[src/rtl/alu_share_arbiter.sv]
// Two-requester round-robin arbiter sharing one registered ALU.
// One command in flight: IDLE -> ISSUE -> CAPTURE -> RESP, or IDLE -> RESP on divide-by-zero.
module alu_share_arbiter #(
    parameter int DATA_WIDTH = 16,
    parameter int FUN_WIDTH  = 2
) (
    input  logic                  clk,
    input  logic                  async_rst,
    input  logic [1:0]            req_valid,
    output logic [1:0]            req_ready,
    input  logic [DATA_WIDTH-1:0] req0_a,
    input  logic [DATA_WIDTH-1:0] req0_b,
    input  logic [DATA_WIDTH-1:0] req1_a,
    input  logic [DATA_WIDTH-1:0] req1_b,
    input  logic [FUN_WIDTH-1:0]  req0_fun,
    input  logic [FUN_WIDTH-1:0]  req1_fun,
    output logic                  alu_en,
    output logic [DATA_WIDTH-1:0] alu_a,
    output logic [DATA_WIDTH-1:0] alu_b,
    output logic [FUN_WIDTH-1:0]  alu_fun,
    input  logic [DATA_WIDTH-1:0] alu_out,
    input  logic                  alu_carry,
    output logic [1:0]            rsp_valid,
    input  logic [1:0]            rsp_ready,
    output logic [DATA_WIDTH-1:0] rsp_data,
    output logic                  rsp_carry,
    output logic                  rsp_err,
    output logic [7:0]            op_count
);

    typedef enum logic [1:0] {
        S_IDLE    = 2'd0,
        S_ISSUE   = 2'd1,
        S_CAPTURE = 2'd2,
        S_RESP    = 2'd3
    } state_t;

    localparam logic [FUN_WIDTH-1:0] FUN_DIV = FUN_WIDTH'(3);

    state_t                r_state;
    state_t                w_next;
    logic                  r_ptr;
    logic                  r_win;
    logic [DATA_WIDTH-1:0] r_a;
    logic [DATA_WIDTH-1:0] r_b;
    logic [FUN_WIDTH-1:0]  r_fun;
    logic [DATA_WIDTH-1:0] r_data;
    logic                  r_carry;
    logic                  r_err;
    logic [7:0]            r_count;

    logic [1:0]            w_grant;
    logic                  w_accept;
    logic                  w_sel;
    logic [DATA_WIDTH-1:0] w_a;
    logic [DATA_WIDTH-1:0] w_b;
    logic [FUN_WIDTH-1:0]  w_fun;
    logic                  w_div0;
    logic                  w_rsp_hs;

    // r_ptr names the requester that wins when both are valid.
    always_comb begin
        w_grant = '0;
        if (r_state == S_IDLE) begin
            case (req_valid)
                2'b01:   w_grant = 2'b01;
                2'b10:   w_grant = 2'b10;
                2'b11:   w_grant = r_ptr ? 2'b10 : 2'b01;
                default: w_grant = '0;
            endcase
        end
    end

    assign w_accept = |w_grant;
    assign w_sel    = w_grant[1];
    assign w_a      = w_sel ? req1_a   : req0_a;
    assign w_b      = w_sel ? req1_b   : req0_b;
    assign w_fun    = w_sel ? req1_fun : req0_fun;
    assign w_div0   = (w_fun == FUN_DIV) && (w_b == '0);
    assign w_rsp_hs = (r_state == S_RESP) && rsp_ready[r_win];

    always_ff @(posedge clk or negedge async_rst) begin
        if (!async_rst) r_state <= S_IDLE;
        else            r_state <= w_next;
    end

    always_comb begin
        w_next = r_state;
        case (r_state)
            S_IDLE:    if (w_accept) w_next = w_div0 ? S_RESP : S_ISSUE;
            S_ISSUE:   w_next = S_CAPTURE;
            S_CAPTURE: w_next = S_RESP;
            S_RESP:    if (w_rsp_hs) w_next = S_IDLE;
            default:   w_next = S_IDLE;
        endcase
    end

    always_ff @(posedge clk or negedge async_rst) begin
        if (!async_rst) begin
            r_ptr   <= 1'b0;
            r_win   <= 1'b0;
            r_a     <= '0;
            r_b     <= '0;
            r_fun   <= '0;
            r_data  <= '0;
            r_carry <= 1'b0;
            r_err   <= 1'b0;
            r_count <= '0;
        end else begin
            if (w_accept) begin
                r_a   <= w_a;
                r_b   <= w_b;
                r_fun <= w_fun;
                r_win <= w_sel;
                r_ptr <= ~w_sel;
                if (w_div0) begin
                    r_data  <= '1;
                    r_err   <= 1'b1;
                    r_carry <= 1'b0;
                end
            end
            if (r_state == S_ISSUE) r_carry <= alu_carry;
            if (r_state == S_CAPTURE) begin
                r_data <= alu_out;
                r_err  <= 1'b0;
            end
            if (w_rsp_hs) r_count <= r_count + 8'd1;
        end
    end

    // Grant is combinational from req_valid, so it is gated to honour all-zero outputs in reset.
    assign req_ready = async_rst ? w_grant : 2'b00;
    assign alu_en    = (r_state == S_ISSUE);
    assign alu_a     = r_a;
    assign alu_b     = r_b;
    assign alu_fun   = r_fun;
    assign rsp_valid = (r_state == S_RESP) ? (r_win ? 2'b10 : 2'b01) : 2'b00;
    assign rsp_data  = r_data;
    assign rsp_carry = r_carry;
    assign rsp_err   = r_err;
    assign op_count  = r_count;

endmodule

[config.mk]
export PLATFORM = sky130hd
export DESIGN_NAME = alu_share_arbiter
export DESIGN_NICKNAME = d
export VERILOG_FILES = /design/src/rtl/alu_share_arbiter.sv
export SDC_FILE = /design/constraint.sdc
export NUM_CORES = 1
export LEC_CHECK = 0
export CAP_MARGIN = 0
export CORE_ASPECT_RATIO = 1.25
export CORE_MARGIN = 3
export CORE_UTILIZATION = 60
export CTS_CLUSTER_SIZE = 24
export DETAILED_ROUTE_END_ITERATION = 7
export DONT_BUFFER_PORTS = 1
export PLACE_DENSITY = 0.76
export SYNTH_ARGS = -nofsm -noshare
export SYNTH_HDL_FRONTEND = slang
export SYNTH_SLANG_ARGS = --single-unit
[constraint.sdc]
create_clock -name clk -period 2.2 [get_ports clk]
set_input_delay 0.44 -clock clk [delete_from_list [all_inputs] [get_ports clk]]
set_output_delay 0.44 -clock clk [all_outputs]
set_load 0.01 [all_outputs]
==> results.sh, run 1 <==
export IMPL_drv_cap=0
export IMPL_status="finished, final reports clean"
export IMPL_place_gp_congestion=0.776
export IMPL_rr_worst_depth=7
export IMPL_clk_path_buf_depth=2
export IMPL_power_per_cell_area_mw_per_mm2=1460
export IMPL_post_place_cells=325
export IMPL_synth_net_count=368
export IMPL_fin_skew_ps=9.41
export IMPL_rows=28
export IMPL_clock_sinks=64
export IMPL_drt_iter0_markers=129
export IMPL_avgSynthCellArea_um2=11.1
export IMPL_clk_pin_slew_worst_paths_ps=70
export IMPL_yosysSeqAreaShare_pct=53.1
export IMPL_nNetsFinal=375
export IMPL_drive_above_1_share_pct=14.2
export IMPL_synth_cell_type_count=40
export IMPL_whs_endpoint="alu_a[8]"
export IMPL_insertedDiodeCount=0
export IMPL_die_area_mm2=0.00592
export IMPL_syn_area_mm2=0.00301
export IMPL_ff2ff_setup_slack_ps=300
export IMPL_hold_viol=0
export IMPL_layout_cells_non_filler=342
export IMPL_power_frac_clock_pct=19.7
export IMPL_crit_required_ps=1760
export IMPL_synth_edf_count=0
export IMPL_crit_path_top_delay_cell="dfrtp_1"
export IMPL_synth_flop_cell="dfrtp_1"
export IMPL_areaGrowthSynthToFinish_pct=10.0
export IMPL_root_buffer="clkbuf_8"
export IMPL_grt_pass1_vias=2268
export IMPL_leakagePower_nw=1.48
export IMPL_setup_tns_ps=0
export IMPL_period_needed_ps=2050
export IMPL_tightest_slew_ps=700
export IMPL_dr_pass1_iters=6
export IMPL_drt_wirelength_per_cell_um=20.2
export IMPL_ys_warn_count=0
export IMPL_drc=0
export IMPL_viasPerCell=6.18
export IMPL_vias=2112
export IMPL_hpwl_um=4990
export IMPL_utilization_pct=69.1
export IMPL_fp_dieH_um=85.2
export IMPL_setup_violations=0
export IMPL_start_kind="flip-flop"
export IMPL_p_switching_w=0.00192
export IMPL_die_w_um=69.4
export IMPL_ios=156
export IMPL_p_comb_share_pct=30.9
export IMPL_cp_max_fo=6
export IMPL_cp_end_kind="primary output"
export IMPL_path_delay_family="flip-flops"
export IMPL_seqPwrFrac_pct=49.4
export IMPL_ir_drop_mv=0.770
export IMPL_whs_path_depth=2
export IMPL_cp_slowest_stage_delay_ps=400
export IMPL_grt_max_degree=65
export IMPL_rsz0062_at_grt="no"
export IMPL_path_cells="inv_1, ha_2, nand2_1, a21oi_2, and2_1"
export IMPL_gr_total_overflow=0
export IMPL_ys_async_sr_fraction_pct=100
export IMPL_internal_power_w=0.00294
export IMPL_htree_num_levels=3
export IMPL_r2r_end="rsp_carry"
export IMPL_syn_inst=271
export IMPL_switching_share_pct=39.5
export IMPL_maxSlewHeadroom_pct=53.2
export IMPL_synth_seq_cells=64
export IMPL_crit_type="flip-flop to primary output"
export IMPL_finalCritPeriodShare_pct=93.2
export IMPL_fmax_ghz=0.488
export IMPL_design_area_mm2=0.00332
export IMPL_layout_commonest_cell="dfrtp_1"
export IMPL_core_mm2=0.00480
export IMPL_cts_tree="done"
export IMPL_grt_pass1_wl_um=11300
export IMPL_crit_buf_inv=1
export IMPL_holdWs_ps=236
export IMPL_reg2reg_from="r_state[0]"
export IMPL_finalMaxSlewViolations=0
export IMPL_worstPathArrival_ps=1610
export IMPL_floorplan_initialDensity_pct=62.8
export IMPL_antenna_found_initial=0
export IMPL_drt_total_wl_um=6920
export IMPL_min_delay_start="req1_a[8]"
export IMPL_ant_nets=0
export IMPL_numCtsBuffers=9
export IMPL_port_buffers=0
export IMPL_track_usage_pct=24.6
export IMPL_final_cell_mix="dfrtp_1 (64), mux2i_1 (35), nand2_1 (31)"
export IMPL_cts_setup_buffers=0
export IMPL_insertion_delay_ps=330
export IMPL_hp_class="input port to flip-flop"
export IMPL_place_area_mm2=0.00309
[worst max-delay path by stage]
stage,from,endpoint,depth (start not counted)
2_1_floorplan,r_state[0],req_ready[0],6
3_3_place_gp,r_state[0],rsp_carry,7
3_5_place_dp,r_state[0],rsp_carry,7
4_1_cts,r_state[0],req_ready[0],5
5_1_grt,r_state[1],req_ready[0],5
6_report,r_state[0],req_ready[0],5
[state kept, by name, indices dropped and copies added (netlist names)]
signal and cells:
alu_a 16, alu_b 16, rsp_data 16, op_count 8, alu_fun 2, r_state 2
r_ptr 1, r_win 1, rsp_carry 1, rsp_err 1
[per-stage QoR]
stage / power [W] / setup WS, ps
finish: 0.00485 / 151
global route: 0.00522 / 18.4
CTS: 0.00487 / 46.6
detailed placement: 0.00388 / 255
global placement: 0.00382 / 333
floorplan: 0.00348 / 278
[cell families after synthesis]
family          count (synthesis)  synth area share [%]
xor+xnor                        7                  2.03
fa+ha+maj                       6                  2.49
mux                            37                  12.4
flops                          64                  53.1
buf+inv                        27                  3.82
compound gates                 48                  11.5
simple gates                   82                  14.7
[repair_timing]
action	CTS	global route
gates cloned	0	0
hold endpoints to repair	64	0
gates resized for setup	1	1
hold buffers	2	0
endpoints found under the setup margin	1	1
[cells in the mapped netlist (2+ instances only)]
cell type / instances / share of area (%)
and2_1: 5 / 1.0
nor2_1: 7 / 0.87
nand2_1: 31 / 3.9
o21ai_1: 14 / 2.3
clkbuf_1: 7 / 0.87
nand3_1: 4 / 0.66
inv_1: 15 / 1.9
a21o_1: 2 / 0.50
dfrtp_1: 64 / 53
xnor2_1: 6 / 1.7
nor2b_1: 3 / 0.62
nor3_1: 4 / 0.66
a222oi_1: 12 / 4.0
and3_1: 2 / 0.42
nand4_1: 3 / 0.62
ha_1: 6 / 2.5
nand2_2: 10 / 2.1
nor4b_1: 4 / 1.2
o22ai_1: 4 / 0.83
nor4_1: 3 / 0.62
o21ai_0: 10 / 1.7
mux2_2: 2 / 0.75
buf_2: 2 / 0.33
mux2i_1: 35 / 12
[area by class of cell]
class,count,area [µm²]
sequential,64,1600
clock buffer,11,141
inverter,15,56.3
timing repair buffer,8,82.6
clock inverter,4,45.0
multi-input combinational,180,1320
fill,371,1480
tap,60,75.1
[routing by layer]
layer | vias up | GRT usage (%) | share of wire [%]
met5 | - | 0 | 0
met4 | 0 | 11.2 | 1.9
met3 | 12 | 8.29 | 10
met2 | 121 | 41.1 | 50
met1 | 1001 | 28.6 | 38
li1 | 978 | - | -
[power groups by stage]
stage	registers (W)	clock network, W	logic (W)
5_1_grt	0.00246	0.00103	0.00173
3_5_place_dp	0.00240	0	0.00148
4_1_cts	0.00240	0.000968	0.00151
2_1_floorplan	0.00227	0	0.00121
3_3_place_gp	0.00241	0	0.00141
6_report	0.00240	0.000958	0.00150
No activity file was read; power rests on OpenSTA's default activity.
==> inputs of run 2 (changes only) <==
--- a/config.mk
+++ b/config.mk
@@ -8,11 +8,10 @@
 export CAP_MARGIN = 0
 export CORE_ASPECT_RATIO = 1.25
 export CORE_MARGIN = 3
-export CORE_UTILIZATION = 60
+export CORE_UTILIZATION = 26
 export CTS_CLUSTER_SIZE = 24
 export DETAILED_ROUTE_END_ITERATION = 7
 export DONT_BUFFER_PORTS = 1
-export PLACE_DENSITY = 0.76
 export SYNTH_ARGS = -nofsm -noshare
 export SYNTH_HDL_FRONTEND = slang
 export SYNTH_SLANG_ARGS = --single-unit
==> run 2 against run 1 <==
Against the previous run: sequential power about the same; sequential share of layout area down 3.2 points; register-to-register slack better by 40 ps; die area up 120%; utilization down 37 points; worst hold slack better by 7.5 ps; critical path depth up 1.
==> results.sh, run 2 (synthesis gave the netlist of run 1 again) <==
export IMPL_clock_sinks=64
export IMPL_dr_max_layer_used="met4"
export IMPL_drv_cap=0
export IMPL_place_gp_congestion=0.785
export IMPL_rows=43
export IMPL_rr_worst_depth=8
export IMPL_drt_wirelength_per_cell_um=18.9
export IMPL_grt_pass1_wl_um=12200
export IMPL_seqPwrFrac_pct=45.0
export IMPL_antenna_found_initial=0
export IMPL_grt_max_degree=65
export IMPL_rsz0062_at_grt="no"
export IMPL_p_switching_w=0.00202
export IMPL_ff2ff_setup_slack_ps=340
export IMPL_drt_total_wl_um=7950
export IMPL_fin_total_pwr_w=0.00534
export IMPL_crit_required_ps=1760
export IMPL_finalMaxSlewViolations=0
export IMPL_root_buffer="clkbuf_16"
export IMPL_hold_viol=0
export IMPL_worstPathArrival_ps=1630
export IMPL_period_needed_ps=2070
export IMPL_power_per_cell_area_mw_per_mm2=1500
export IMPL_clk_pin_slew_worst_paths_ps=50
export IMPL_drt_met1_wl_um=3160
export IMPL_drt_iter0_markers=80
export IMPL_nNetsFinal=379
export IMPL_insertedDiodeCount=0
export IMPL_fill_cells=1137
export IMPL_viasPerCell=5.13
export IMPL_layout_commonest_cell="dfrtp_1"
export IMPL_drc=0
export IMPL_areaGrowthSynthToFinish_pct=17.8
export IMPL_start_kind="flip-flop"
export IMPL_crit_type="flip-flop to primary output"
export IMPL_htree_num_levels=3
export IMPL_clk_path_buf_depth=2
export IMPL_place_ws_ps=149
export IMPL_grt_pass1_vias=2238
export IMPL_gr_total_overflow=0
export IMPL_r2r_end="alu_a[7]"
export IMPL_setup_violations=0
export IMPL_cp_end_kind="primary output"
export IMPL_hp_class="input port to flip-flop"
export IMPL_hpwl_um=5930
export IMPL_insertion_delay_ps=320
export IMPL_whs_path_depth=2
export IMPL_numCtsBuffers=9
export IMPL_wl_met2_um=4070
export IMPL_vias=2158
export IMPL_ir_drop_mv=0.353
export IMPL_track_usage_pct=12.4
export IMPL_internal_power_w=0.00333
export IMPL_setup_tns_ps=0
export IMPL_fmax_ghz=0.484
export IMPL_wl_met3_um=585
export IMPL_tightest_slew_ps=766
export IMPL_ios=156
export IMPL_min_delay_start="req1_a[13]"
export IMPL_dr_pass1_iters=4
export IMPL_port_buffers=0
export IMPL_fin_ws_ps=133
export IMPL_p_comb_share_pct=29.0
export IMPL_whs_endpoint="alu_a[13]"
export IMPL_fin_skew_ps=4.11
export IMPL_die_area_mm2=0.0129
export IMPL_cp_max_fo=6
export IMPL_switching_share_pct=37.8
export IMPL_finalCritPeriodShare_pct=94.0
export IMPL_holdWs_ps=243
export IMPL_cts_tree="done"
export IMPL_fp_dieH_um=126
export IMPL_power_frac_clock_pct=26.0
export IMPL_final_cell_mix="dfrtp_1 (64), mux2i_1 (35), nand2_1 (31)"
export IMPL_floorplan_initialDensity_pct=26.9
export IMPL_leakagePower_nw=1.55
export IMPL_core_mm2=0.0112
export IMPL_drive_above_1_share_pct=15.7
export IMPL_ant_nets=0
export IMPL_reg2reg_from="r_state[1]"
export IMPL_die_w_um=102
export IMPL_maxSlewHeadroom_pct=48.7
export IMPL_status="finished, final reports clean"
## run 2: cell count changes in the layout (fill, tap and decap cells not counted), sizes merged
| cell | change |
|---|---|
| buf | +4 |
## run 2: cell type report
| type | instances | area [µm²] | area share [%] |
|---|---|---|---|
| inverter | 15 | 56.3 | 1.59 |
| multi-input combinational | 180 | 1330 | 37.3 |
| sequential | 64 | 1600 | 45.1 |
| clock inverter | 4 | 45.0 | 1.27 |
| clock buffer | 11 | 243 | 6.83 |
| timing repair buffer | 12 | 113 | 3.17 |
| tap | 135 | 169 | 4.76 |
## run 2: worst max-delay path: stages, from the launching register on
cell	delay (ps)
dfrtp_1	400
inv_1	160
ha_4	190
nand2_1	90
a21oi_2	140
buf_4	140
and2_1	170
## run 2: how the worst max path moves through the flow
stage / from / to / slack, ps / depth (start not counted)
after floorplan: r_state[0] / req_ready[0] / 280 / 6
after global placement: r_state[0] / req_ready[0] / 180 / 6
after detailed placement: r_state[0] / req_ready[0] / 150 / 6
after CTS: r_state[0] / req_ready[0] / 20 / 6
after global routing: r_state[1] / req_ready[0] / 1 / 6
final: r_state[1] / req_ready[0] / 130 / 6
## run 2: metrics by stage
step | instances | utilization, % | area, µm²
2_1_floorplan | 271 | - | 3010
3_3_place_gp | 403 | 28.6 | 3200
3_5_place_dp | 403 | 28.6 | 3200
4_1_cts | 421 | 31.7 | 3540
5_1_grt | 421 | 31.7 | 3550
6_report | 421 | 31.7 | 3550
## run 2: repair_timing
item / 4_1_cts / 5_1_grt
hold buffers: 2 / 0
setup buffers: 1 / 0
gates resized for setup: 2 / 2
setup endpoints to repair: 1 / 1
hold endpoints to repair: 64 / 0
## run 2: power groups by stage
stage               Sequential, W  Combinational (W)  Clock [W]
floorplan                 0.00227            0.00121          0
global placement          0.00242            0.00145          0
detailed placement        0.00242            0.00152          0
CTS                       0.00242            0.00156    0.00144
global route              0.00248            0.00179    0.00149
finish                    0.00240            0.00155    0.00139
## run 2: metal layers
metal  track usage, %  vias to the layer above
met2             21.2                      100
met1             14.1                     1049
met4             5.17                        0
met5                0                        -
met3             3.96                       11
li1                 -                      998
==> inputs of run 3 (changes only) <==
--- a/config.mk
+++ b/config.mk
@@ -6,12 +6,15 @@
 export NUM_CORES = 1
 export LEC_CHECK = 0
 export CAP_MARGIN = 0
+export CELL_PAD_IN_SITES_DETAIL_PLACEMENT = 1
+export CELL_PAD_IN_SITES_GLOBAL_PLACEMENT = 1
 export CORE_ASPECT_RATIO = 1.25
 export CORE_MARGIN = 3
 export CORE_UTILIZATION = 26
 export CTS_CLUSTER_SIZE = 24
 export DETAILED_ROUTE_END_ITERATION = 7
 export DONT_BUFFER_PORTS = 1
+export PLACE_DENSITY_LB_ADDON = 0.1
 export SYNTH_ARGS = -nofsm -noshare
 export SYNTH_HDL_FRONTEND = slang
 export SYNTH_SLANG_ARGS = --single-unit
==> run 3 against run 2 <==
Against the previous run: the flow now finishes with violations (hold timing); global-route usage up 1.1 points; die area unchanged; critical path depth down 1; worst hold slack worse by 240 ps; flip-flop and latch count unchanged; via count down 0.83%; utilization down 0.41 points; power down 1.3%; first-iteration DRC count up 35%; register-to-register slack worse by 60 ps; critical path type unchanged; largest cell class unchanged.
==> results.sh, run 3 (synthesis gave the netlist of run 1 again) <==
export IMPL_status="complete, but fails checks"
export IMPL_violations="hold timing"
export IMPL_tightest_slew_ps=790
export IMPL_rows=43
export IMPL_core_mm2=0.0112
export IMPL_clk_path_buf_depth=2
export IMPL_drive_above_1_share_pct=13.9
export IMPL_clock_sinks=64
export IMPL_drc=0
export IMPL_crit_type="flip-flop to primary output"
export IMPL_cts_tree="done"
export IMPL_ir_drop_mv=0.489
export IMPL_nNetsFinal=375
export IMPL_final_cell_mix="dfrtp_1 (64), mux2i_1 (35), nand2_1 (31)"
export IMPL_cp_end_kind="primary output"
export IMPL_layout_commonest_cell="dfrtp_1"
export IMPL_viasPerCell=5.14
export IMPL_place_gp_congestion=0.699
export IMPL_dr_pass1_iters=5
export IMPL_die_area_mm2=0.0129
export IMPL_fmax_ghz=0.499
export IMPL_track_usage_pct=13.5
export IMPL_vias=2140
export IMPL_cp_startpoint="r_state[0]"
export IMPL_reg2reg_from="r_state[0]"
export IMPL_antenna_found_initial=0
export IMPL_port_buffers=0
export IMPL_ant_nets=0
export IMPL_rsz0062_at_grt="no"
export IMPL_hold_viol=1
export IMPL_drt_iter0_markers=108
export IMPL_clk_pin_slew_worst_paths_ps=50
export IMPL_drt_total_wl_um=8710
export IMPL_power_per_cell_area_mw_per_mm2=1500
export IMPL_grt_pass1_vias=2350
export IMPL_leakagePower_nw=1.52
export IMPL_numCtsBuffers=9
export IMPL_fin_skew_ps=5.87
export IMPL_finalCritPeriodShare_pct=91.1
export IMPL_place_area_mm2=0.00319
export IMPL_grt_pass1_wl_um=13300
export IMPL_fp_dieH_um=126
export IMPL_grt_max_degree=65
export IMPL_finalMaxSlewViolations=0
export IMPL_root_buffer="clkbuf_16"
export IMPL_hpwl_um=6410
export IMPL_setup_violations=0
export IMPL_htree_num_levels=3
export IMPL_maxSlewHeadroom_pct=47.1
export IMPL_holdWs_ps=-0.279
export IMPL_crit_required_ps=1760
export IMPL_floorplan_initialDensity_pct=26.9
export IMPL_ios=156
export IMPL_setup_tns_ps=0
export IMPL_design_area_mm2=0.00351
export IMPL_worstPathArrival_ps=1560
export IMPL_insertion_delay_ps=320
export IMPL_drt_wirelength_per_cell_um=20.9
export IMPL_period_needed_ps=2000
export IMPL_hp_class="input port to asynchronous set/reset pin"
export IMPL_die_w_um=102
export IMPL_drv_cap=0
export IMPL_areaGrowthSynthToFinish_pct=16.3
export IMPL_gr_total_overflow=0
export IMPL_start_kind="flip-flop"
export IMPL_insertedDiodeCount=0
export IMPL_cp_max_fo=6
## run 3: where the power goes
part / internal (W) / switching, W / leakage [nW]
Combinational: 0.000688 / 0.000860 / 0.602
Sequential: 0.00173 / 0.000684 / 0.784
Clock: 0.000843 / 0.000474 / 0.135
Total: 0.00326 / 0.00202 / 1.52
## run 3: timing repair
item	CTS	global route
buffers inserted	0	0
hold endpoints to repair	64	0
hold buffers	1	0
gates cloned	0	0
endpoints found under the setup margin	1	1
resized for setup	1	2
## run 3: cell type report
type,count,area [µm²]
Clock buffer,14,274
Fill cell,1248,7680
Inverter,15,56.3
Multi-Input combinational cell,180,1330
Sequential cell,64,1600
Tap cell,135,169
Timing Repair Buffer,8,80.1
## run 3: worst max-delay path: stages (launching register included)
cell	delay, ps
dfrtp_1	390
inv_1	170
ha_4	200
nand2_1	100
a21oi_2	160
and2_1	220
## run 3: per-stage QoR
stage | worst slack, ps | utilization, % | cells | total power [W] | hold slack, ps
floorplan | 278 | - | 271 | 0.00348 | 144
global placement | 178 | 28.5 | 401 | 0.00393 | 146
detailed placement | 150 | 28.5 | 401 | 0.00397 | 146
CTS | 18.8 | 31.2 | 416 | 0.00539 | 6.62
global route | 59.7 | 31.3 | 416 | 0.00573 | 9.08
finish | 196 | 31.3 | 416 | 0.00528 | -0.279
## run 3: per-layer routing
| layer | track usage (%) | share of wire [%] | vias to the layer above |
|---|---|---|---|
| met3 | 5.28 | 11 | 7 |
| met2 | 21.3 | 48 | 112 |
| met5 | 0 | 0 | - |
| met1 | 16.8 | 39 | 1039 |
| li1 | - | - | 982 |
| met4 | 4.86 | 1.2 | 0 |
## run 3: path summary, 6_finish.rpt
check	endpoint	slack [ps]	depth (start not counted)
min reg2reg	alu_b[12]	550	2
max	req_ready[0]	200	5
max reg2reg	rsp_carry	280	7
max in group asynchronous	alu_b[9]	1910	1
min in group clk	alu_a[13]	250	2
min	alu_a[14]	-0.3	1
